## config.mk

```make
export PLATFORM = sky130hd
export DESIGN_NAME = mem_arbiter
export DESIGN_NICKNAME = d
export VERILOG_FILES = /design/src/rtl/mem_arbiter.sv
export SDC_FILE = /design/constraint.sdc
export NUM_CORES = 1
export LEC_CHECK = 0
export BUFFER_PORTS_ARGS = -buffer_cell sky130_fd_sc_hd__buf_2
export CORE_AREA = 2 2 336 338
export CTS_CLUSTER_DIAMETER = 150
export DETAILED_ROUTE_END_ITERATION = 7
export DIE_AREA = 0 0 338 340
export PLACE_DENSITY = 0.3
export SLEW_MARGIN = 20
export SYNTH_ARGS = -nofsm -noshare
export SYNTH_HDL_FRONTEND = slang
export SYNTH_SLANG_ARGS = --single-unit
```

## constraint.sdc

```tcl
create_clock -name clk -period 1.4 [get_ports clk]
set_clock_uncertainty 0.05 [all_clocks]
set_input_delay 0.07 -clock clk [delete_from_list [all_inputs] [get_ports clk]]
set_output_delay 0.07 -clock clk [all_outputs]
set_load 0.1 [all_outputs]
```

## src/rtl/mem_arbiter.sv

```systemverilog
`default_nettype none
// ============================================================================
//  Module      : mem_arbiter
//  Description : Two-master (icache / dcache) to one-slave (L2) bus arbiter.
//                An owner is granted for a whole bus transaction. While a side
//                owns the bus, its request is forwarded to L2 combinationally.
//                The L2 ack is routed back to that owner in the same cycle.
//                After every completed transaction, one RELEASE cycle is
//                inserted. A 1-bit round-robin pointer resolves simultaneous
//                requests.
//  Revision    : 1.0  initial release
// ----------------------------------------------------------------------------
//  Ports
//    clk, rst                 clock, synchronous active-high reset
//    i_cyc/i_stb/i_we         icache request qualifiers
//    i_adr/i_sel/i_dat_m      icache address, byte select, write data
//    i_ack/i_dat_s            icache completion, read data
//    d_*                      same set for the dcache side
//    l2_cyc/l2_stb/l2_we      request qualifiers towards L2
//    l2_adr/l2_sel/l2_dat_m   address, byte select, write data towards L2
//    l2_ack/l2_dat_s          L2 completion, read data
//    grant_i/grant_d          registered ownership status (one-hot or zero)
// ============================================================================
module mem_arbiter #(
  parameter int ADDR_W = 12,
  parameter int DATA_W = 128
) (
  input  logic                clk,
  input  logic                rst,
  // icache side
  input  logic                i_cyc,
  input  logic                i_stb,
  input  logic                i_we,
  input  logic [ADDR_W-1:0]   i_adr,
  input  logic [DATA_W/8-1:0] i_sel,
  input  logic [DATA_W-1:0]   i_dat_m,
  output logic                i_ack,
  output logic [DATA_W-1:0]   i_dat_s,
  // dcache side
  input  logic                d_cyc,
  input  logic                d_stb,
  input  logic                d_we,
  input  logic [ADDR_W-1:0]   d_adr,
  input  logic [DATA_W/8-1:0] d_sel,
  input  logic [DATA_W-1:0]   d_dat_m,
  output logic                d_ack,
  output logic [DATA_W-1:0]   d_dat_s,
  // L2 side
  output logic                l2_cyc,
  output logic                l2_stb,
  output logic                l2_we,
  output logic [ADDR_W-1:0]   l2_adr,
  output logic [DATA_W/8-1:0] l2_sel,
  output logic [DATA_W-1:0]   l2_dat_m,
  input  logic                l2_ack,
  input  logic [DATA_W-1:0]   l2_dat_s,
  // ownership status
  output logic                grant_i,
  output logic                grant_d
);

  // Pointer encoding: names the side that wins the next tie.
  localparam logic c_PTR_D = 1'b0;
  localparam logic c_PTR_I = 1'b1;

  typedef enum logic [1:0] {
    ST_IDLE    = 2'd0,
    ST_OWN_I   = 2'd1,
    ST_OWN_D   = 2'd2,
    ST_RELEASE = 2'd3
  } state_t;

  state_t r_state;
  logic   r_ptr;
  logic   r_grant_i;
  logic   r_grant_d;

  logic   w_pend_i;
  logic   w_pend_d;
  logic   w_own_i;
  logic   w_own_d;

  assign w_pend_i = i_cyc & i_stb;
  assign w_pend_d = d_cyc & d_stb;
  assign w_own_i  = (r_state == ST_OWN_I);
  assign w_own_d  = (r_state == ST_OWN_D);

  // --------------------------------------------------------------------------
  // Arbitration FSM. The grants are registered alongside the state, so each
  // grant is high exactly while its OWN_* state is current.
  // --------------------------------------------------------------------------
  always_ff @(posedge clk) begin
    if (rst) begin
      r_state   <= ST_IDLE;
      r_ptr     <= c_PTR_D;
      r_grant_i <= 1'b0;
      r_grant_d <= 1'b0;
    end else begin
      unique case (r_state)
        ST_IDLE: begin
          if (w_pend_d && (!w_pend_i || r_ptr == c_PTR_D)) begin
            r_state   <= ST_OWN_D;
            r_grant_d <= 1'b1;
          end else if (w_pend_i) begin
            r_state   <= ST_OWN_I;
            r_grant_i <= 1'b1;
          end
        end
        ST_OWN_I: begin
          // A completion takes precedence over a simultaneous drop of cyc.
          if (l2_ack) begin
            r_state   <= ST_RELEASE;
            r_ptr     <= c_PTR_D;
            r_grant_i <= 1'b0;
          end else if (!i_cyc) begin
            // Abort: the pointer is left alone, so the tie-break is unchanged.
            r_state   <= ST_IDLE;
            r_grant_i <= 1'b0;
          end
        end
        ST_OWN_D: begin
          if (l2_ack) begin
            r_state   <= ST_RELEASE;
            r_ptr     <= c_PTR_I;
            r_grant_d <= 1'b0;
          end else if (!d_cyc) begin
            r_state   <= ST_IDLE;
            r_grant_d <= 1'b0;
          end
        end
        ST_RELEASE: begin
          // One dead cycle lets the previous owner drop cyc/stb.
          r_state <= ST_IDLE;
        end
        default: begin
          r_state   <= ST_IDLE;
          r_grant_i <= 1'b0;
          r_grant_d <= 1'b0;
        end
      endcase
    end
  end

  assign grant_i = r_grant_i;
  assign grant_d = r_grant_d;

  // --------------------------------------------------------------------------
  // Request mux towards L2. Outside an OWN_* state, everything is forced to
  // zero.
  // --------------------------------------------------------------------------
  always_comb begin
    l2_cyc   = 1'b0;
    l2_stb   = 1'b0;
    l2_we    = 1'b0;
    l2_adr   = '0;
    l2_sel   = '0;
    l2_dat_m = '0;
    if (w_own_i) begin
      l2_cyc   = i_cyc;
      l2_stb   = i_stb;
      l2_we    = i_we;
      l2_adr   = i_adr;
      l2_sel   = i_sel;
      l2_dat_m = i_dat_m;
    end else if (w_own_d) begin
      l2_cyc   = d_cyc;
      l2_stb   = d_stb;
      l2_we    = d_we;
      l2_adr   = d_adr;
      l2_sel   = d_sel;
      l2_dat_m = d_dat_m;
    end
  end

  // The ack only reaches the current owner. Read data is shared by both sides.
  assign i_ack   = w_own_i & l2_ack;
  assign d_ack   = w_own_d & l2_ack;
  assign i_dat_s = l2_dat_s;
  assign d_dat_s = l2_dat_s;

endmodule
`default_nettype wire

```

==> results.md <==
* Die Wd at 338 microns
* Final Hold Vio Count at 0
* Synthesized area at 3900 sq um
* Critical path class: register to primary output
* DP HPWL at 52600 microns
* Slew HR at 65.9%
* Pre-Repair DR Iteration Count at 4
* Sequential share of the synthesized area at 2.57%
* Port Buffers at 483
* CTS Hold Bufs at 0
* Final Worst Setup Slack at -708 ps
* Pins over their slew limit at 0
* Critical path endpoint category: primary output
* Lkg Pwr at 4.58 nW
* DRC violations left at 0
* Core Region at 112000 sq um
* Final Routed Wirelength at 58200 microns
* Area delta synth->final at 176%
* Max-Cap Viols at 0
* Cell Area, Placed at 9480 sq um
* FP Rows at 123
* Share of layout cells above drive strength 1 at 95.6%
* I/O pin count at 868
* Initial antenna violation count at 45
* Overflow after GRT at 0
* Crit Path Max Fanout at 6
* Status: finished with violations
* Synth cell types at 27
* Post-DR wirelength/cell at 25.6 microns
* Largest net degree at the start of global routing at 47
* Reg2reg start: r_state[0]
* Net Count, Synth at 956
* Avg Cell Area, Syn at 7.75 sq um
* GRT Overall Usage at 9.48%
* Worst Max-Slew Pin Slew at 516 ps
* Fillers at 12900
* Pwr dens at 3440 nW/um^2
* Vias in the first global route at 5231
* Clk sink count at 5
* Post-route ant nets at 0
* Initial Util at 3.50%
* Worst hold stages at 2
* CTS Buf Count at 3
* NumNets Final at 1221
* CTS tree: yes
* Via count at 5077
* Die footprint at 115000 sq um
* Required @ worst endpoint at 1280 ps
* Tmin final at 2110 ps
* Yosys top cell area share at 52.2%
* Fmax achieved at 474 MHz
* Failing checks: setup timing
* Reg clk slew, reported paths at 30 ps
* Worst Path Arrival at 1990 ps
* H-tree levels at 1
* Setup violators final at 165
* Worst hold margin at 83.0 ps
* CTS Root Cell: clkbuf_16
* Hold path startpoint: rst
* Fin area at 10800 sq um
* Gp weighted congestion at 0.701
* DR vias/cell at 2.23
* Peak supply drop at 0.00105 V
* Critical path launch point type: register
* Final worst path period share at 151%
* Worst setup path start: r_state[1]
* Mapped Cells at 503
* R2r worst-path depth at 7
* RSZ-0062 raised after global routing: yes
* Yosys warnings at 0
* Synth Register Bits at 5
* Clk buf depth at 2
* Detailed router's first-iteration violation count at 130
* Top post-synthesis cells by area: buf_4 (52%), a22o_1 (35%), dfxtp_1 (2.6%)
* Clock latency on the worst-skew pair at 230 ps
* HP Class: primary input to register
* Dominant cell type by area after synthesis: buf_4
* Die height at 340 microns
* First-pass GRT wire length at 67800 microns
-- metrics by stage --
stage	utilization [%]	instances	setup TNS [ps]	power, mW	setup WS (ps)
finish	9.66	2273	-100780	37.0	-708
global route	9.66	2272	-109060	38.4	-756
CTS	9.39	2260	-102040	37.4	-721
detailed placement	8.50	2240	-65000	34.3	-647
global placement	8.50	2240	-66290	34.4	-648
floorplan	-	503	-41710	23.3	-370
-- layer usage --
| layer | global-route usage [%] | vias up | share of wire (%) | wire length [microns] |
|---|---|---|---|---|
| met5 | 0 | - | 0.61 | 356 |
| met4 | 3.43 | 54 | 4.2 | 2420 |
| met3 | 5.26 | 180 | 14 | 7890 |
| met2 | 14.9 | 554 | 43 | 25200 |
| met1 | 10.7 | 2174 | 38 | 22300 |
| li1 | - | 2115 | - | - |
-- worst max-delay path, cell delays in order (launching register included) --
cell	delay (ps)
dfxtp_4	340
buf_6	120
ha_4	150
and2b_4	180
buf_6	130
buf_12	120
buf_16	150
buf_8	130
a22o_4	220
buf_12	150
-- area by class of cell --
class | count | area [sq um] | share of cell area, %
Timing Repair Buffer | 551 | 5760 | 53.4
Multi-Input combinational cell | 200 | 2900 | 26.9
Tap cell | 1500 | 1880 | 17.4
Sequential cell | 5 | 110 | 1.02
Clock buffer | 4 | 78.8 | 0.731
Inverter | 7 | 35.0 | 0.325
Antenna cell | 6 | 15.0 | 0.139
-- synthesized netlist by cell type --
| cell type | count |
|---|---|
| buf_1 | 1 |
| o21ai_0 | 4 |
| a21oi_1 | 3 |
| and3_2 | 1 |
| a21o_1 | 1 |
| o32ai_1 | 1 |
| a221o_1 | 2 |
| nand2_1 | 7 |
| a22o_1 | 158 |
| nand4_1 | 1 |
| clkbuf_1 | 14 |
| a221oi_1 | 1 |
| buf_4 | 271 |
| buf_2 | 5 |
| a31oi_1 | 2 |
| nor2_1 | 4 |
| a22oi_1 | 1 |
| nand3_1 | 2 |
| and3_1 | 1 |
| and2_1 | 1 |
| ha_1 | 4 |
| inv_1 | 7 |
| nand3b_1 | 1 |
| dfxtp_1 | 5 |
| a21boi_0 | 2 |
| a2111oi_0 | 1 |
| and2b_1 | 2 |
-- final timing paths --
| kind | endpoint | slack (ps) |
|---|---|---|
| max | l2_dat_m[117] | -710 |
| min reg2reg | grant_i | 440 |
| max reg2reg | r_state[0] | -370 |
| min | r_ptr | 80 |
-- where the power goes --
| group | internal [mW] | total (mW) | leakage, nW | switching [mW] |
|---|---|---|---|---|
| logic | 13.2 | 36.3 | 4.50 | 23.1 |
| registers | 0.209 | 0.248 | 0.0432 | 0.0395 |
| clock network | 0.378 | 0.478 | 0.0382 | 0.0995 |
-- flip-flops by register name, indices dropped and copies added, names as in the netlist --
signal	count
r_ptr	1
r_state	2
grant_d	1
grant_i	1
-- cells in the final DEF (no fill, tap or decap), types with 2 or more instances in the layout --
cell type / count
nand2_1: 5
clkbuf_16: 4
ha_4: 3
buf_8: 13
buf_4: 20
nor2_1: 4
diode_2: 6
inv_4: 2
buf_2: 322
buf_12: 175
o21ai_0: 2
nand3_1: 2
a221o_1: 2
buf_6: 17
a22o_4: 123
buf_16: 3
a22o_2: 35
inv_1: 4
a31oi_1: 2
dfxtp_4: 2
a21oi_1: 3
dfxtp_2: 2
o21ai_4: 2
-- logic make-up (layout without fill, tap and decap cells) --
kind of cell	Yosys count	in the layout	share of synthesized area [%]
adders and majority gates	4	4	1.28
buffers and inverters	298	562	54.9
other	0	6	0
and+or+nand+nor	20	20	2.57
AOI/OAI and AO/OA	176	176	38.7
DFF	5	5	2.57
-- repair_timing --
item	in CTS	in global routing
gates resized for setup	114	40
pin swaps	8	9
endpoints found under the setup margin	166	166
cloned	5	1
setup buffers	11	8
endpoints found under the hold margin	0	0
Power figures use the tool's default switching activity.
